===== config.mk =====
export PLATFORM = sky130hd
export DESIGN_NAME = clock_timekeeper_flat
export DESIGN_NICKNAME = d
export VERILOG_FILES = /design/src/rtl/clock_timekeeper_if.sv /design/src/rtl/clock_timekeeper.sv /design/src/flat_wrapper.sv
export SDC_FILE = /design/constraint.sdc
export NUM_CORES = 1
export LEC_CHECK = 0
export CORE_MARGIN = 2
export CORE_UTILIZATION = 39
export CTS_CLUSTER_SIZE = 12
export DETAILED_ROUTE_END_ITERATION = 16
export SYNTH_ARGS = -nofsm -noshare
export SYNTH_HDL_FRONTEND = slang
export SYNTH_SLANG_ARGS = --single-unit

===== constraint.sdc =====
create_clock -name CLK -period 2.8 [get_ports CLK]
set_input_delay 0.42 -clock CLK [delete_from_list [all_inputs] [get_ports CLK]]
set_output_delay 0.42 -clock CLK [all_outputs]
set_load 0.01 [all_outputs]

===== src/rtl/clock_timekeeper_if.sv =====
// Tick/button inputs and display-facing outputs of the time-of-day counter.
interface clock_timekeeper_if;
  logic       tick_in;
  logic       mode_btn;
  logic       inc_btn;
  logic [3:0] hr_tens;
  logic [3:0] hr_ones;
  logic [3:0] min_tens;
  logic [3:0] min_ones;
  logic [3:0] sec_tens;
  logic [3:0] sec_ones;
  logic       pm;
  logic [1:0] mode;
  logic       blink;
  logic       sec_pulse;

  modport master (
    output tick_in, mode_btn, inc_btn,
    input  hr_tens, hr_ones, min_tens, min_ones, sec_tens, sec_ones,
    input  pm, mode, blink, sec_pulse
  );

  modport slave (
    input  tick_in, mode_btn, inc_btn,
    output hr_tens, hr_ones, min_tens, min_ones, sec_tens, sec_ones,
    output pm, mode, blink, sec_pulse
  );
endinterface


===== src/rtl/clock_timekeeper.sv =====
// BCD hh:mm:ss counter advanced by a synchronised 1 Hz tick, with a two-button
// hour/minute set mode.
module clock_timekeeper #(
  parameter bit H24 = 1'b1
) (
  input  logic              CLK,
  input  logic              RST,
  clock_timekeeper_if.slave bus
);
  localparam int unsigned DW = 4;

  typedef enum logic [1:0] {
    RUN     = 2'b00,
    SET_HR  = 2'b01,
    SET_MIN = 2'b10
  } mode_e;

  mode_e         mode_q, mode_d;
  logic          s1_q, s2_q, prev_q;
  logic [DW-1:0] hr_tens_q, hr_ones_q, min_tens_q, min_ones_q, sec_tens_q, sec_ones_q;
  logic          pm_q, blink_q, sec_pulse_q;

  logic          tick;
  logic          sec_wrap, min_wrap;
  logic [DW-1:0] hr_tens_d, hr_ones_d, min_tens_d, min_ones_d, sec_tens_d, sec_ones_d;
  logic          pm_d;

  assign tick = s2_q & ~prev_q;

  always_comb begin
    mode_d = mode_q;
    if (bus.mode_btn) begin
      case (mode_q)
        RUN:     mode_d = SET_HR;
        SET_HR:  mode_d = SET_MIN;
        default: mode_d = RUN;
      endcase
    end
  end

  // Each field's +1 value with its own wrap; the sequential block decides carries
  always_comb begin
    sec_wrap   = (sec_tens_q == 4'd5) && (sec_ones_q == 4'd9);
    sec_ones_d = (sec_ones_q == 4'd9) ? 4'd0 : sec_ones_q + 4'd1;
    sec_tens_d = sec_tens_q;
    if (sec_ones_q == 4'd9) begin
      sec_tens_d = (sec_tens_q == 4'd5) ? 4'd0 : sec_tens_q + 4'd1;
    end

    min_wrap   = (min_tens_q == 4'd5) && (min_ones_q == 4'd9);
    min_ones_d = (min_ones_q == 4'd9) ? 4'd0 : min_ones_q + 4'd1;
    min_tens_d = min_tens_q;
    if (min_ones_q == 4'd9) begin
      min_tens_d = (min_tens_q == 4'd5) ? 4'd0 : min_tens_q + 4'd1;
    end

    hr_tens_d = hr_tens_q;
    hr_ones_d = hr_ones_q + 4'd1;
    pm_d      = pm_q;
    if (H24) begin
      if ((hr_tens_q == 4'd2) && (hr_ones_q == 4'd3)) begin
        hr_tens_d = 4'd0;
        hr_ones_d = 4'd0;
      end else if (hr_ones_q == 4'd9) begin
        hr_tens_d = hr_tens_q + 4'd1;
        hr_ones_d = 4'd0;
      end
    end else begin
      // 12-hour face: 12 -> 01, and pm flips only when 11 rolls into 12
      if ((hr_tens_q == 4'd1) && (hr_ones_q == 4'd2)) begin
        hr_tens_d = 4'd0;
        hr_ones_d = 4'd1;
      end else if ((hr_tens_q == 4'd1) && (hr_ones_q == 4'd1)) begin
        hr_tens_d = 4'd1;
        hr_ones_d = 4'd2;
        pm_d      = ~pm_q;
      end else if (hr_ones_q == 4'd9) begin
        hr_tens_d = 4'd1;
        hr_ones_d = 4'd0;
      end
    end
  end

  always_ff @(posedge CLK) begin
    if (RST) begin
      s1_q        <= 1'b0;
      s2_q        <= 1'b0;
      prev_q      <= 1'b0;
      mode_q      <= RUN;
      blink_q     <= 1'b0;
      sec_pulse_q <= 1'b0;
      hr_tens_q   <= H24 ? 4'd0 : 4'd1;
      hr_ones_q   <= H24 ? 4'd0 : 4'd2;
      min_tens_q  <= 4'd0;
      min_ones_q  <= 4'd0;
      sec_tens_q  <= 4'd0;
      sec_ones_q  <= 4'd0;
      pm_q        <= 1'b0;
    end else begin
      s1_q        <= bus.tick_in;
      s2_q        <= s1_q;
      prev_q      <= s2_q;
      mode_q      <= mode_d;
      blink_q     <= (mode_d != RUN) && s2_q;
      sec_pulse_q <= 1'b0;
      case (mode_q)
        RUN: begin
          if (tick) begin
            sec_pulse_q <= 1'b1;
            sec_ones_q  <= sec_ones_d;
            sec_tens_q  <= sec_tens_d;
            if (sec_wrap) begin
              min_ones_q <= min_ones_d;
              min_tens_q <= min_tens_d;
              if (min_wrap) begin
                hr_ones_q <= hr_ones_d;
                hr_tens_q <= hr_tens_d;
                pm_q      <= pm_d;
              end
            end
          end
        end
        SET_HR: begin
          if (!bus.mode_btn && bus.inc_btn) begin
            hr_ones_q <= hr_ones_d;
            hr_tens_q <= hr_tens_d;
            pm_q      <= pm_d;
          end
        end
        SET_MIN: begin
          // Leaving set mode restarts the minute; a coincident tick is dropped
          if (bus.mode_btn) begin
            sec_ones_q <= 4'd0;
            sec_tens_q <= 4'd0;
          end else if (bus.inc_btn) begin
            min_ones_q <= min_ones_d;
            min_tens_q <= min_tens_d;
          end
        end
        default: ;
      endcase
    end
  end

  assign bus.hr_tens   = hr_tens_q;
  assign bus.hr_ones   = hr_ones_q;
  assign bus.min_tens  = min_tens_q;
  assign bus.min_ones  = min_ones_q;
  assign bus.sec_tens  = sec_tens_q;
  assign bus.sec_ones  = sec_ones_q;
  assign bus.pm        = pm_q;
  assign bus.mode      = mode_q;
  assign bus.blink     = blink_q;
  assign bus.sec_pulse = sec_pulse_q;
endmodule


===== src/flat_wrapper.sv =====
// flat-port wrapper written by rule: the top's interface ports become plain ports
module clock_timekeeper_flat 
#(
  parameter bit H24 = 1'b1
)
  (CLK, RST, bus_tick_in, bus_mode_btn, bus_inc_btn, bus_hr_tens, bus_hr_ones, bus_min_tens, bus_min_ones, bus_sec_tens, bus_sec_ones, bus_pm, bus_mode, bus_blink, bus_sec_pulse);
  clock_timekeeper_if bus_i ();
  input  logic CLK;
  input  logic RST;
  input wire logic [$bits(bus_i.tick_in)-1:0] bus_tick_in;
  input wire logic [$bits(bus_i.mode_btn)-1:0] bus_mode_btn;
  input wire logic [$bits(bus_i.inc_btn)-1:0] bus_inc_btn;
  output wire logic [$bits(bus_i.hr_tens)-1:0] bus_hr_tens;
  output wire logic [$bits(bus_i.hr_ones)-1:0] bus_hr_ones;
  output wire logic [$bits(bus_i.min_tens)-1:0] bus_min_tens;
  output wire logic [$bits(bus_i.min_ones)-1:0] bus_min_ones;
  output wire logic [$bits(bus_i.sec_tens)-1:0] bus_sec_tens;
  output wire logic [$bits(bus_i.sec_ones)-1:0] bus_sec_ones;
  output wire logic [$bits(bus_i.pm)-1:0] bus_pm;
  output wire logic [$bits(bus_i.mode)-1:0] bus_mode;
  output wire logic [$bits(bus_i.blink)-1:0] bus_blink;
  output wire logic [$bits(bus_i.sec_pulse)-1:0] bus_sec_pulse;
  assign bus_i.tick_in = bus_tick_in;
  assign bus_i.mode_btn = bus_mode_btn;
  assign bus_i.inc_btn = bus_inc_btn;
  assign bus_hr_tens = bus_i.hr_tens;
  assign bus_hr_ones = bus_i.hr_ones;
  assign bus_min_tens = bus_i.min_tens;
  assign bus_min_ones = bus_i.min_ones;
  assign bus_sec_tens = bus_i.sec_tens;
  assign bus_sec_ones = bus_i.sec_ones;
  assign bus_pm = bus_i.pm;
  assign bus_mode = bus_i.mode;
  assign bus_blink = bus_i.blink;
  assign bus_sec_pulse = bus_i.sec_pulse;
  clock_timekeeper #(.H24(H24)) u_core (.CLK(CLK), .RST(RST), .bus(bus_i));
endmodule

-- Word level (Yosys, flattened, before mapping)
Cells that the tools add are included.
- register bits: 31
- word-level logic and storage cells: 91
- bits of input ports: 5
- output and inout port bits: 29
- reduce and logical (&&, ||, !) cells: 15
- bitwise operators: 3
- equality and inequality tests: 17
- $add $sub $neg: 6
- mux-type cells: 38
- operator list (cell ; count):
    $mux W4 ; 29
    $pmux W4 S2 ; 6
    $add A4 B1 Y4 const B ; 6
    $eq A4 B4 Y1 const B ; 3
    $ne A2 B1 Y1 const B ; 5
    $reduce_and A5 Y1 ; 2
    $eq A4 B2 Y1 const B ; 2
    $eq A4 B3 Y1 const B ; 2
    $ne A2 B2 Y1 const B ; 3
    $reduce_bool A2 Y1 ; 3
    $logic_and A1 B1 Y1 ; 5
    $pmux W2 S2 ; 1
    $reduce_and A4 Y1 ; 1
    $reduce_and A3 Y1 ; 1
    $eq A2 B1 Y1 const B ; 1
    $eq A2 B2 Y1 const B ; 1
    $logic_not A2 Y1 ; 1
    $mux W2 ; 1
    $not A1 Y1 ; 2
    $reduce_or A2 Y1 ; 1
    $and A1 B1 Y1 ; 1
    $logic_not A1 Y1 ; 1
    $mux W1 ; 1

-- Depth between registers and ports, before layout
Gate-level depths: netlist of run 1.
- word-level depth: 7
- depth in mapped cells: 8
- mapped depth without buffers: 6

-- Least setup slack after synthesis of run 1
OpenSTA, ideal clock, no wires.
- path type: register -> register
- start: reg u_core.mode_q[0], in the netlist u_core.bus.mode[0]
- end: reg u_core.min_ones_q[2], in the netlist u_core.bus.min_ones[2]
- buffers on the path: 2
- cell stages (with the launch flop): 7
- arrival: 1.914 ns
- path slack: 0.762 ns
- setup time: 0.123 ns
- required time: 2.677 ns
- clock period less this slack: 2.038 ns
- path through: dfxtp_1 -> buf_6 -> or4b_4 -> or3_1 -> buf_6 -> a21oi_1 -> mux2_1
- longest elaborated chain between the ends: 3
- elaborated cells between the ends (all ways): 9
- those cells by class: 5 x eq/ne; 1 x mux; 3 x reduce/logical
- ends and longest elaborated chain (item ; RTL line ; source):
    start: declaration ; clock_timekeeper.sv:18 ; mode_e mode_q, mode_d;
    start signal: assignment ; clock_timekeeper.sv:103 ; mode_q <= mode_d;
    $eq A2 B2 Y1 or $logic_not A2 Y1 (tied branches) ; clock_timekeeper.sv:106 ; case (mode_q)
    $ne A2 B2 Y1 (no line) (tied with other cells) ; -- ;
    $reduce_and A5 Y1 (no line) ; -- ;
    end signal: assignment ; clock_timekeeper.sv:113 ; min_ones_q <= min_ones_d;
    end signal: assignment ; clock_timekeeper.sv:136 ; min_ones_q <= min_ones_d;
    end: declaration ; clock_timekeeper.sv:20 ; logic [DW-1:0] hr_tens_q, hr_ones_q, min_tens_q, min_ones_q, sec_tens_q, sec_ones_q;
Parallel ways exist; a longest one is shown, timed or not.
A chain may end at the register's enable or synchronous reset.

-- Worst setup path after layout of run 1
- start: reg u_core.mode_q[1], in the netlist u_core.bus.mode[1]
- end: reg u_core.min_ones_q[2], in the netlist u_core.bus.min_ones[2]
Same word-level chain as after synthesis.

==> parameters.txt, run 1 <==
Parameter                              Value

STA
  Worst hold-check slack ... 436 ps
  Setup slack after layout ... 675 ps
  Post-Route Skew ... 6.88 ps
  RSZ-0062 raised after global routing ... false
  Part of the cycle the worst path needs ... 0.759
  Maximum clock frequency ... 470 MHz
  Number of endpoints with negative hold slack in the final report ... 0
  Setup Viol. Count Final ... 0
  Shortest period the worst path allows ... 2130 ps
  Count of pins over their slew limit ... 0
  Total negative setup slack ... 0 ps

Yosys
  Largest cells by area after synthesis ... sky130_fd_sc_hd__dfxtp_1 (35%), sky130_fd_sc_hd__ha_1 (5.6%), sky130_fd_sc_hd__nor2_1 (4.2%)
  Number of warning messages in the yosys log ... 0
  Area share of the largest cell type after synthesis ... 0.348
  Syn avg cell area ... 8.86 um^2
  Top FF cell, synth ... sky130_fd_sc_hd__dfxtp_1
  Number of distinct library cells after synthesis ... 53
  Post-Synthesis Net Count ... 214
  Share of flip-flops with an asynchronous set or reset after synthesis ... 0
  Cell Area, Synth ... 0.00178 mm^2
  Number of synthesized register bits ... 31
  Largest area contributor in the synthesized netlist ... sky130_fd_sc_hd__dfxtp_1
  Share of the yosys chip area belonging to registers ... 0.348
  Number of enable-type register cells in the synthesized netlist ... 0
  Mapped Cells ... 201

Clock tree
  CTS max path bufs ... 2
  Clk sink count ... 31
  TritonCTS clock tree ... done
  Skew-Pair Late Insertion Delay ... 290 ps
  CTS Hold Buffers Added ... 0
  Post-CTS sizing ... 0
  Cts bufs inserted ... 5
  Number of setup buffers added after CTS ... 0
  Clock-pin slew of the registers on the worst-case setup and hold paths ... 70 ps
  Cell chosen for the clock root ... sky130_fd_sc_hd__clkbuf_8
  H-tree depth reported by CTS ... 2

Floorplanning
  DIE WIDTH ... 71.6 um
  Placement row count ... 24
  Overall die height ... 71.6 um
  Initial core utilization ... 0.406
  Core Box Area ... 0.00438 mm^2
  Die area ... 0.00513 mm^2
  I/O Pins ... 34

Worst setup path
  Critical path data arrival time ... 2300 ps
  Crit path capture type ... register
  Type of the worst setup path ... register to register
  Worst path cell trace ... or4b_4 > or3_1 > a21oi_1 > mux2_1
  Critical path data required time ... 2980 ps
  Worst path top cell family by delay ... simple AND/OR/NAND/NOR gates
  Startpoint types ... register
  CP Max Fanout ... 11
  Max stage delay cell, worst path ... sky130_fd_sc_hd__or4b_4
  Critical path's largest stage delay ... 550 ps
  Sum of buffers and inverters on the critical path ... 0

Detailed routing
  Post-detailed-route via-to-cell ratio ... 5.38
  WL final ... 3910 um
  Total via count in the routed design ... 1534
  TritonRoute pass-1 iters ... 4
  Iter 0 DRT Violations ... 56
  Total DRC errors in the routed layout ... 0
  Post-route antenna net violation count ... 0
  Final routed wire length divided by cell count ... 13.7 um

Global route
  First-pass GRT wire length ... 6650 um
  Total global routing track utilization ... 0.167
  Pin count of the biggest net entering global routing ... 33
  Number of global-route vias before repair ... 1431
  Remaining global-route overflow ... 0
  Initial antenna violation count ... 0

Finish
  Area of the multi-input gates ... 0.00105 mm^2
  Register Area ... 621 um^2
  Layout overhead on the synthesized area ... 25.1%
  Fraction of final layout cells with drive strength greater than 1 ... 0.107
  Final Net Count ... 245
  Filler Cells Inserted ... 436
  Utilization of the core after routing ... 0.508
  Diode count ... 0

Min path
  Class of the tightest hold or removal check ... register to register

Power
  Leakage power figure ... 0.828 nW
  Final total power ... 0.000924 W
  Power density over the cells ... 415 mW/mm^2
  Max VDD drop ... 0.000277 V

Placement
  Final weighted congestion in routability-driven placement ... 0.745
  Number of port buffers ... 32
  Setup Slack @ Placement ... 632 ps
  Final HPWL DP ... 2820 um

Run status
  Run status ... completed

Job
  Max-cap viol count ... 0
[worst register-to-register path, stage by stage, from the launching register on]
cell and delay [ps]:
sky130_fd_sc_hd__dfxtp_1 400, sky130_fd_sc_hd__or4b_4 560, sky130_fd_sc_hd__or3_1 510, sky130_fd_sc_hd__a21oi_1 220
sky130_fd_sc_hd__mux2_1 330
[routing by layer]
| metal | track usage | vias to the layer above | part of all wire | wire, um |
|---|---|---|---|---|
| met5 | 0 | - | 0 | 0 |
| met4 | 0.0776 | 0 | 0.016 | 61 |
| met3 | 0.0436 | 8 | 0.042 | 164 |
| met2 | 0.243 | 28 | 0.43 | 1690 |
| met1 | 0.231 | 705 | 0.51 | 2000 |
| li1 | - | 793 | - | - |
[state kept, by name, indices dropped and copies added, names as in the netlist]
name and count:
u_core.bus.blink 1, u_core.bus.hr_ones 4, u_core.bus.hr_tens 4, u_core.bus.min_ones 4, u_core.bus.min_tens 4, u_core.bus.mode 2, u_core.bus.sec_ones 4, u_core.bus.sec_pulse 1
u_core.bus.sec_tens 4, u_core.prev_q 1, u_core.s1_q 1, u_core.s2_q 1
[kinds of logic after synthesis]
kind of cell / after synthesis / synth area share
buf+inv: 23 / 0.0597
xor+xnor: 2 / 0.00983
mux: 9 / 0.0541
simple gates: 81 / 0.261
compound gates: 46 / 0.209
fa+ha+maj: 8 / 0.0562
other cells: 1 / 0.00210
flops: 31 / 0.348
[layout by cell type (no fill, tap or decap), types with 5 or more instances in the layout]
| master | instances |
|---|---|
| sky130_fd_sc_hd__nand3b_1 | 6 |
| sky130_fd_sc_hd__nand3_1 | 6 |
| sky130_fd_sc_hd__nor3_1 | 8 |
| sky130_fd_sc_hd__o21ai_0 | 5 |
| sky130_fd_sc_hd__clkdlybuf4s50_1 | 32 |
| sky130_fd_sc_hd__nor2b_1 | 9 |
| sky130_fd_sc_hd__inv_1 | 11 |
| sky130_fd_sc_hd__a21oi_1 | 12 |
| sky130_fd_sc_hd__dfxtp_1 | 31 |
| sky130_fd_sc_hd__nor2_1 | 20 |
| sky130_fd_sc_hd__nand2_1 | 11 |
| sky130_fd_sc_hd__clkbuf_8 | 7 |
| sky130_fd_sc_hd__ha_1 | 8 |
[where the power goes]
group / internal (W) / leakage (nW) / switching (W)
clock: 0.000224 / 0.0515 / 0.000170
sequential: 0.000448 / 0.251 / 0.00000730
combinational: 0.0000314 / 0.525 / 0.0000427
[path summary, 6_finish.rpt]
check,startpoint,endpoint,slack (ps),depth (start not counted)
worst max register to register,u_core.bus.mode[1],u_core.bus.min_ones[2],670,4
worst min register to register,u_core.s1_q,u_core.s2_q,440,1
worst min-delay path,u_core.s1_q,u_core.s2_q,440,1
worst max-delay path,u_core.bus.mode[1],u_core.bus.min_ones[2],670,4
[through the flow]
| stage | area [um^2] | std cells |
|---|---|---|
| floorplan | 1780 | 201 |
| global placement | 2130 | 277 |
| detailed placement | 2130 | 277 |
| CTS | 2230 | 285 |
| global route | 2230 | 285 |
| finish | 2230 | 285 |
[Yosys cell counts (all sizes together), types with 3 or more instances]
library cell and instances:
a21o 3, nand2 11, nand3b 6, mux2 5
nand3 6, nor2b 9, nor3 8, o2111ai 3
buf 6, dfxtp 31, mux2i 4, a211oi 5
clkbuf 5, a32o 3, ha 8, inv 11
a21oi 12, nor2 20, or3 3, o21ai 5
[area by class of cell]
type,instances,area share
flip-flops and latches,31,0.278
multi-input cells,147,0.473
well taps,52,0.0292
repair buffers,35,0.154
inverters,12,0.0202
clock buffers,8,0.0449
(Power assumes the default switching activity.)
==> run 2, diff against run 1 <==
- clock period: 2.8 -> 2 ns (I/O delays scaled with it)
==> run 2 against run 1 <==
Net effect: clock power increased by 28%; core utilization increased by 2.7 points; largest cell class unchanged; first-iteration DRC count increased by 16%; global-route usage increased by 0.064 points; die area unchanged; combinational power increased by 65%; clock skew decreased by 1.0 ps; largest power group unchanged; via count increased by 3.6%; sequential share of layout area decreased by 1.3 points.
==> parameters.txt, run 2 (same netlist as run 1, synthesis figures left out) <==
Parameter                              Value

Run status
  Run status ... completed (unchanged)

Placement
  Number of port buffers ... 32 (unchanged)
  Final weighted congestion in routability-driven placement ... 0.758 (was 0.745)
  Final HPWL DP ... 2930 um (was 2820 um)
  Number of placed instances, taps included ... 290 (was 277)

Detailed routing
  Post-detailed-route via-to-cell ratio ... 5.35 (was 5.38)
  Total DRC errors in the routed layout ... 0 (unchanged)
  Post-route antenna net violation count ... 0 (unchanged)
  Iter 0 DRT Violations ... 65 (was 56)
  WL final ... 3970 um (was 3910 um)
  Final routed wire length divided by cell count ... 13.4 um (was 13.7 um)
  Total via count in the routed design ... 1589 (was 1534)
  TritonRoute pass-1 iters ... 4 (unchanged)

Global route
  Number of global-route vias before repair ... 1445 (was 1431)
  First-pass GRT wire length ... 6820 um (was 6650 um)
  Remaining global-route overflow ... 0 (unchanged)
  Total global routing track utilization ... 0.168 (was 0.167)
  Initial antenna violation count ... 0 (unchanged)
  Pin count of the biggest net entering global routing ... 21 (was 33)

Worst setup path
  Critical path data arrival time ... 2090 ps (was 2300 ps)
  Startpoint types ... register (unchanged)
  Type of the worst setup path ... register to register (unchanged)
  Crit path capture type ... register (unchanged)
  Reg2reg start ... u_core.bus.mode[1] (unchanged)
  CP startpoint ... u_core.bus.mode[1] (unchanged)
  Critical path data required time ... 2170 ps (was 2980 ps)
  CP Max Fanout ... 10 (was 11)

Finish
  Utilization of the core after routing ... 0.535 (was 0.508)
  Non-filler instance count after layout ... 297 (was 285)
  Most frequent cells in the layout ... sky130_fd_sc_hd__clkdlybuf4s50_1 (32), sky130_fd_sc_hd__dfxtp_1 (30), sky130_fd_sc_hd__nor2_1 (20) (was sky130_fd_sc_hd__clkdlybuf4s50_1 (32), sky130_fd_sc_hd__dfxtp_1 (31), sky130_fd_sc_hd__nor2_1 (20))
  Most common cell after layout, fill and taps aside ... sky130_fd_sc_hd__clkdlybuf4s50_1 (unchanged)
  Final Net Count ... 258 (was 245)
  Diode count ... 0 (unchanged)
  Fraction of final layout cells with drive strength greater than 1 ... 0.171 (was 0.107)
  Layout overhead on the synthesized area ... 31.7% (was 25.1%)
  Filler Cells Inserted ... 430 (was 436)

Floorplanning
  DIE WIDTH ... 71.6 um (unchanged)
  Initial core utilization ... 0.406 (unchanged)
  Core Box Area ... 0.00438 mm^2 (unchanged)
  I/O Pins ... 34 (unchanged)
  Overall die height ... 71.6 um (unchanged)
  Placement row count ... 24 (unchanged)
  Die area ... 0.00513 mm^2 (unchanged)

STA
  RSZ-0062 raised after global routing ... false (unchanged)
  Total negative setup slack ... 0 ps (unchanged)
  Setup Viol. Count Final ... 0 (unchanged)
  Part of the cycle the worst path needs ... 0.960 (was 0.759)
  Maximum clock frequency ... 521 MHz (was 470 MHz)
  Number of endpoints with negative hold slack in the final report ... 0 (unchanged)
  Shortest period the worst path allows ... 1920 ps (was 2130 ps)
  Count of pins over their slew limit ... 0 (unchanged)
  Post-Route Skew ... 5.88 ps (was 6.88 ps)

Job
  Max-cap viol count ... 0 (unchanged)

Power
  Combinational cell fraction of total power ... 0.097 (was 0.080)
  Max VDD drop ... 0.000323 V (was 0.000277 V)
  Part of the power in the clock network ... 0.399 (was 0.427)
  Sw Pwr ... 0.000306 W (was 0.000220 W)
  Sequential fraction of design power ... 0.504 (was 0.493)
  Power density over the cells ... 537 mW/mm^2 (was 415 mW/mm^2)
  Switching share of total power ... 0.243 (was 0.238)
  Internal Power ... 0.000953 W (was 0.000704 W)
  Leakage power figure ... 0.896 nW (was 0.828 nW)
  Final total power ... 0.00126 W (was 0.000924 W)

Clock tree
  Skew-Pair Late Insertion Delay ... 280 ps (was 290 ps)
  CTS max path bufs ... 2 (unchanged)
  TritonCTS clock tree ... done (unchanged)
  Clock-pin slew of the registers on the worst-case setup and hold paths ... 70 ps (about the same)
  Cell chosen for the clock root ... sky130_fd_sc_hd__clkbuf_8 (unchanged)
  Number of setup buffers added after CTS ... 0 (unchanged)
  Clk sink count ... 31 (unchanged)
  H-tree depth reported by CTS ... 2 (unchanged)
  Cts bufs inserted ... 5 (unchanged)

Min path
  Worst min-delay path startpoint ... u_core.s1_q (unchanged)
  Class of the tightest hold or removal check ... register to register (unchanged)
[run 2: path summary, 6_finish.rpt]
check / cells after the start / endpoint / slack, ps
worst min register to register: 1 / u_core.s2_q / 450
worst max register to register: 5 / u_core.bus.sec_tens[3] / 80
worst min-delay path: 1 / u_core.s2_q / 450
worst max-delay path: 5 / u_core.bus.sec_tens[3] / 80
[run 2: repair_timing]
action                     CTS  global route
gates resized for setup      1             1
setup endpoints to repair    1             1
hold buffers                 0             0
[run 2: critical path: stages, from the launching register on]
cell and delay (ps):
sky130_fd_sc_hd__dfxtp_1 310, sky130_fd_sc_hd__buf_4 170, sky130_fd_sc_hd__or3b_2 530, sky130_fd_sc_hd__a221oi_4 310, sky130_fd_sc_hd__a21bo_2 260, sky130_fd_sc_hd__a31o_2 230
[run 2: cell type report]
cell class | count | area, um^2 | area share
sequential | 31 | 622 | 0.265
clock inverter | 1 | 5.00 | 0.00213
timing repair buffer | 48 | 453 | 0.193
multi-input combinational | 147 | 1070 | 0.458
inverter | 12 | 45.0 | 0.0192
clock buffer | 6 | 82.6 | 0.0352
tap | 52 | 65.1 | 0.0277
[run 2: power by group through the flow]
stage | clock network [W] | logic [W] | registers (W)
CTS | 0.000523 | 0.000123 | 0.000634
detailed placement | 0 | 0.000122 | 0.000648
global route | 0.000551 | 0.000135 | 0.000635
finish | 0.000503 | 0.000122 | 0.000634
global placement | 0 | 0.000122 | 0.000648
floorplan | 0 | 0.0000665 | 0.000653
[run 2: per-layer routing]
| metal | vias up | global-route usage | routed length, um |
|---|---|---|---|
| li1 | 809 | - | - |
| met1 | 741 | 0.231 | 1940 |
| met3 | 2 | 0.0422 | 164 |
| met4 | 0 | 0.0503 | 27 |
| met5 | - | 0 | 0 |
| met2 | 37 | 0.259 | 1840 |
[run 2: metrics by stage]
step	hold WS (ps)	setup slack [ps]	area (um^2)
after CTS	454	74.5	2340
final	451	80.0	2350
after global placement	448	21.2	2250
after detailed placement	447	-11.3	2250
after floorplan	414	-23.7	1800
after global routing	473	10.9	2350
==> run 3, diff against run 2 <==
- CORE_MARGIN: 2 -> 1
==> run 3 against run 2 <==
Net effect: cell count rose by 0.67%; clock-buffer cell count rose by 2; combinational power rose by 3%; maximum frequency fell by 1.3%; power rose by 3.9%; clock power rose by 9.1%.
==> parameters.txt, run 3 (same netlist as run 1, synthesis figures left out) <==
Parameter                              Value

STA
  Part of the cycle the worst path needs ... 0.972 (was 0.960)
  Worst hold-check slack ... 455 ps (was 451 ps)
  Number of endpoints with negative hold slack in the final report ... 0 (unchanged)
  Setup Viol. Count Final ... 0 (unchanged)
  Setup slack after layout ... 55.1 ps (was 80.0 ps)
  Count of pins over their slew limit ... 0 (unchanged)
  Post-Route Skew ... 4.41 ps (was 5.88 ps)
  Shortest period the worst path allows ... 1940 ps (was 1920 ps)
  Maximum clock frequency ... 514 MHz (was 521 MHz)

Worst setup path
  Path depth of the worst reg2reg path ... 5 (unchanged)
  Critical path's largest stage delay ... 510 ps (was 530 ps)
  CP Max Fanout ... 18 (was 10)
  CP startpoint ... u_core.bus.mode[0] (was u_core.bus.mode[1])
  Max stage delay cell, worst path ... sky130_fd_sc_hd__or3b_2 (unchanged)
  Critical path data required time ... 2170 ps (about the same)
  Crit path capture type ... register (unchanged)
  Reg2reg start ... u_core.bus.mode[0] (was u_core.bus.mode[1])
  Critical path data arrival time ... 2120 ps (was 2090 ps)
  Worst R2R End ... u_core.bus.hr_tens[2] (was u_core.bus.sec_tens[3])
  Worst path cell trace ... buf_4 > or3b_2 > a21o_1 > a211oi_1 > mux2_2 (was buf_4 > or3b_2 > a221oi_4 > a21bo_2 > a31o_2)
  Startpoint types ... register (unchanged)
  Type of the worst setup path ... register to register (unchanged)
  Worst setup slack for register-to-register paths ... 60 ps (was 80 ps)

Global route
  First-pass GRT wire length ... 6560 um (was 6820 um)
  Initial antenna violation count ... 0 (unchanged)
  Number of global-route vias before repair ... 1386 (was 1445)
  Remaining global-route overflow ... 0 (unchanged)
  Pin count of the biggest net entering global routing ... 21 (unchanged)
  Total global routing track utilization ... 0.170 (was 0.168)

Min path
  Hold worst-path end ... u_core.s2_q (unchanged)
  Hold path cells ... 1 (unchanged)
  Class of the tightest hold or removal check ... register to register (unchanged)
  Worst min-delay path startpoint ... u_core.s1_q (unchanged)

Clock tree
  Skew-Pair Late Insertion Delay ... 280 ps (about the same)
  CTS max path bufs ... 2 (unchanged)
  Cell chosen for the clock root ... sky130_fd_sc_hd__clkbuf_8 (unchanged)
  Clock-pin slew of the registers on the worst-case setup and hold paths ... 70 ps (about the same)
  H-tree depth reported by CTS ... 2 (unchanged)
  Number of setup buffers added after CTS ... 0 (unchanged)
  TritonCTS clock tree ... done (unchanged)
  Clk sink count ... 31 (unchanged)
  Cts bufs inserted ... 5 (unchanged)
  CTS Hold Buffers Added ... 0 (unchanged)

Finish
  Fraction of final layout cells with drive strength greater than 1 ... 0.178 (was 0.171)
  Most common cell after layout, fill and taps aside ... sky130_fd_sc_hd__clkdlybuf4s50_1 (unchanged)
  Non-filler instance count after layout ... 299 (was 297)
  Final Net Count ... 259 (was 258)
  Most frequent cells in the layout ... sky130_fd_sc_hd__clkdlybuf4s50_1 (32), sky130_fd_sc_hd__dfxtp_1 (30), sky130_fd_sc_hd__nor2_1 (20) (unchanged)
  Layout overhead on the synthesized area ... 32.9% (was 31.7%)
  Diode count ... 0 (unchanged)
  Post-route cell area ... 0.00237 mm^2 (was 0.00235 mm^2)

Detailed routing
  TritonRoute pass-1 iters ... 4 (unchanged)
  Total via count in the routed design ... 1604 (was 1589)
  WL final ... 3990 um (was 3970 um)
  Iter 0 DRT Violations ... 52 (was 65)
  Post-route antenna net violation count ... 0 (unchanged)
  Post-detailed-route via-to-cell ratio ... 5.36 (was 5.35)
  Final routed wire length divided by cell count ... 13.3 um (was 13.4 um)
  Total DRC errors in the routed layout ... 0 (unchanged)

Floorplanning
  Initial core utilization ... 0.406 (unchanged)
  Overall die height ... 69.6 um (was 71.6 um)
  Die area ... 0.00484 mm^2 (was 0.00513 mm^2)
  I/O Pins ... 34 (unchanged)
  Placement row count ... 24 (unchanged)
  Core Box Area ... 0.00438 mm^2 (unchanged)
  DIE WIDTH ... 69.6 um (was 71.6 um)

Power
  Final total power ... 0.00131 W (was 0.00126 W)
  Leakage power figure ... 0.906 nW (was 0.896 nW)
  Max VDD drop ... 0.000292 V (was 0.000323 V)
  Power density over the cells ... 552 mW/mm^2 (was 537 mW/mm^2)

Run status
  Run status ... completed (unchanged)

Placement
  Number of placed instances, taps included ... 291 (was 290)
  Setup Slack @ Placement ... -2.76 ps (was -11.3 ps)
  Final HPWL DP ... 2850 um (was 2930 um)
  Instance area after placement ... 0.00225 mm^2 (about the same)
  Number of port buffers ... 32 (unchanged)
  Final weighted congestion in routability-driven placement ... 0.767 (was 0.758)

Job
  Max-cap viol count ... 0 (unchanged)
==> run 3: metrics by stage <==
| step | TNS (ps) | util |
|---|---|---|
| after floorplan | -23.7 | - |
| after global placement | 0 | 0.514 |
| after detailed placement | -2.76 | 0.514 |
| after CTS | 0 | 0.538 |
| after global routing | -7.78 | 0.540 |
| final | 0 | 0.540 |
==> run 3: worst max-delay path, delay by kind of cell, from the launching register on <==
family / cells / cell delay [ps]
muxes: 1 / 350
and+or+nand+nor: 1 / 510
DFF: 1 / 320
AOI/OAI and AO/OA: 2 / 460
buffers and inverters: 1 / 190
==> run 3: where the power goes <==
| part | switching [W] | internal (W) | total [W] |
|---|---|---|---|
| Sequential | 0.00000538 | 0.000628 | 0.000633 |
| Combinational | 0.0000693 | 0.0000566 | 0.000126 |
| Clock | 0.000235 | 0.000314 | 0.000549 |
==> run 3: layout make-up <==
class / count / area (um^2)
fill: 400 / 2020
multi-input combinational: 147 / 1080
sequential: 31 / 622
timing repair buffer: 49 / 460
clock buffer: 8 / 100
tap: 52 / 65.1
inverter: 12 / 45.0
==> run 3: layer usage <==
layer | wire length, um | up-vias | share of wire | GRT usage
li1 | - | 815 | - | -
met1 | 1970 | 742 | 0.49 | 0.234
met2 | 1790 | 41 | 0.45 | 0.258
met3 | 161 | 6 | 0.040 | 0.0363
met4 | 64 | 0 | 0.016 | 0.0680
met5 | 0 | - | 0 | 0
==> run 3: worst max path at each step <==
stage / endpoint / slack [ps] / depth (start not counted)
2_1_floorplan: u_core.bus.min_ones[2] / -20 / 6
3_3_place_gp: u_core.bus.min_ones[2] / 20 / 4
6_report: u_core.bus.hr_tens[2] / 60 / 5
3_5_place_dp: u_core.bus.min_ones[2] / -3 / 4
5_1_grt: u_core.bus.hr_tens[2] / -8 / 5
4_1_cts: u_core.bus.hr_ones[3] / 50 / 5
==> run 3: timing repair <==
action	in CTS	in global routing
gates resized for setup	1	2
endpoints found under the hold margin	0	0
endpoints found under the setup margin	1	2
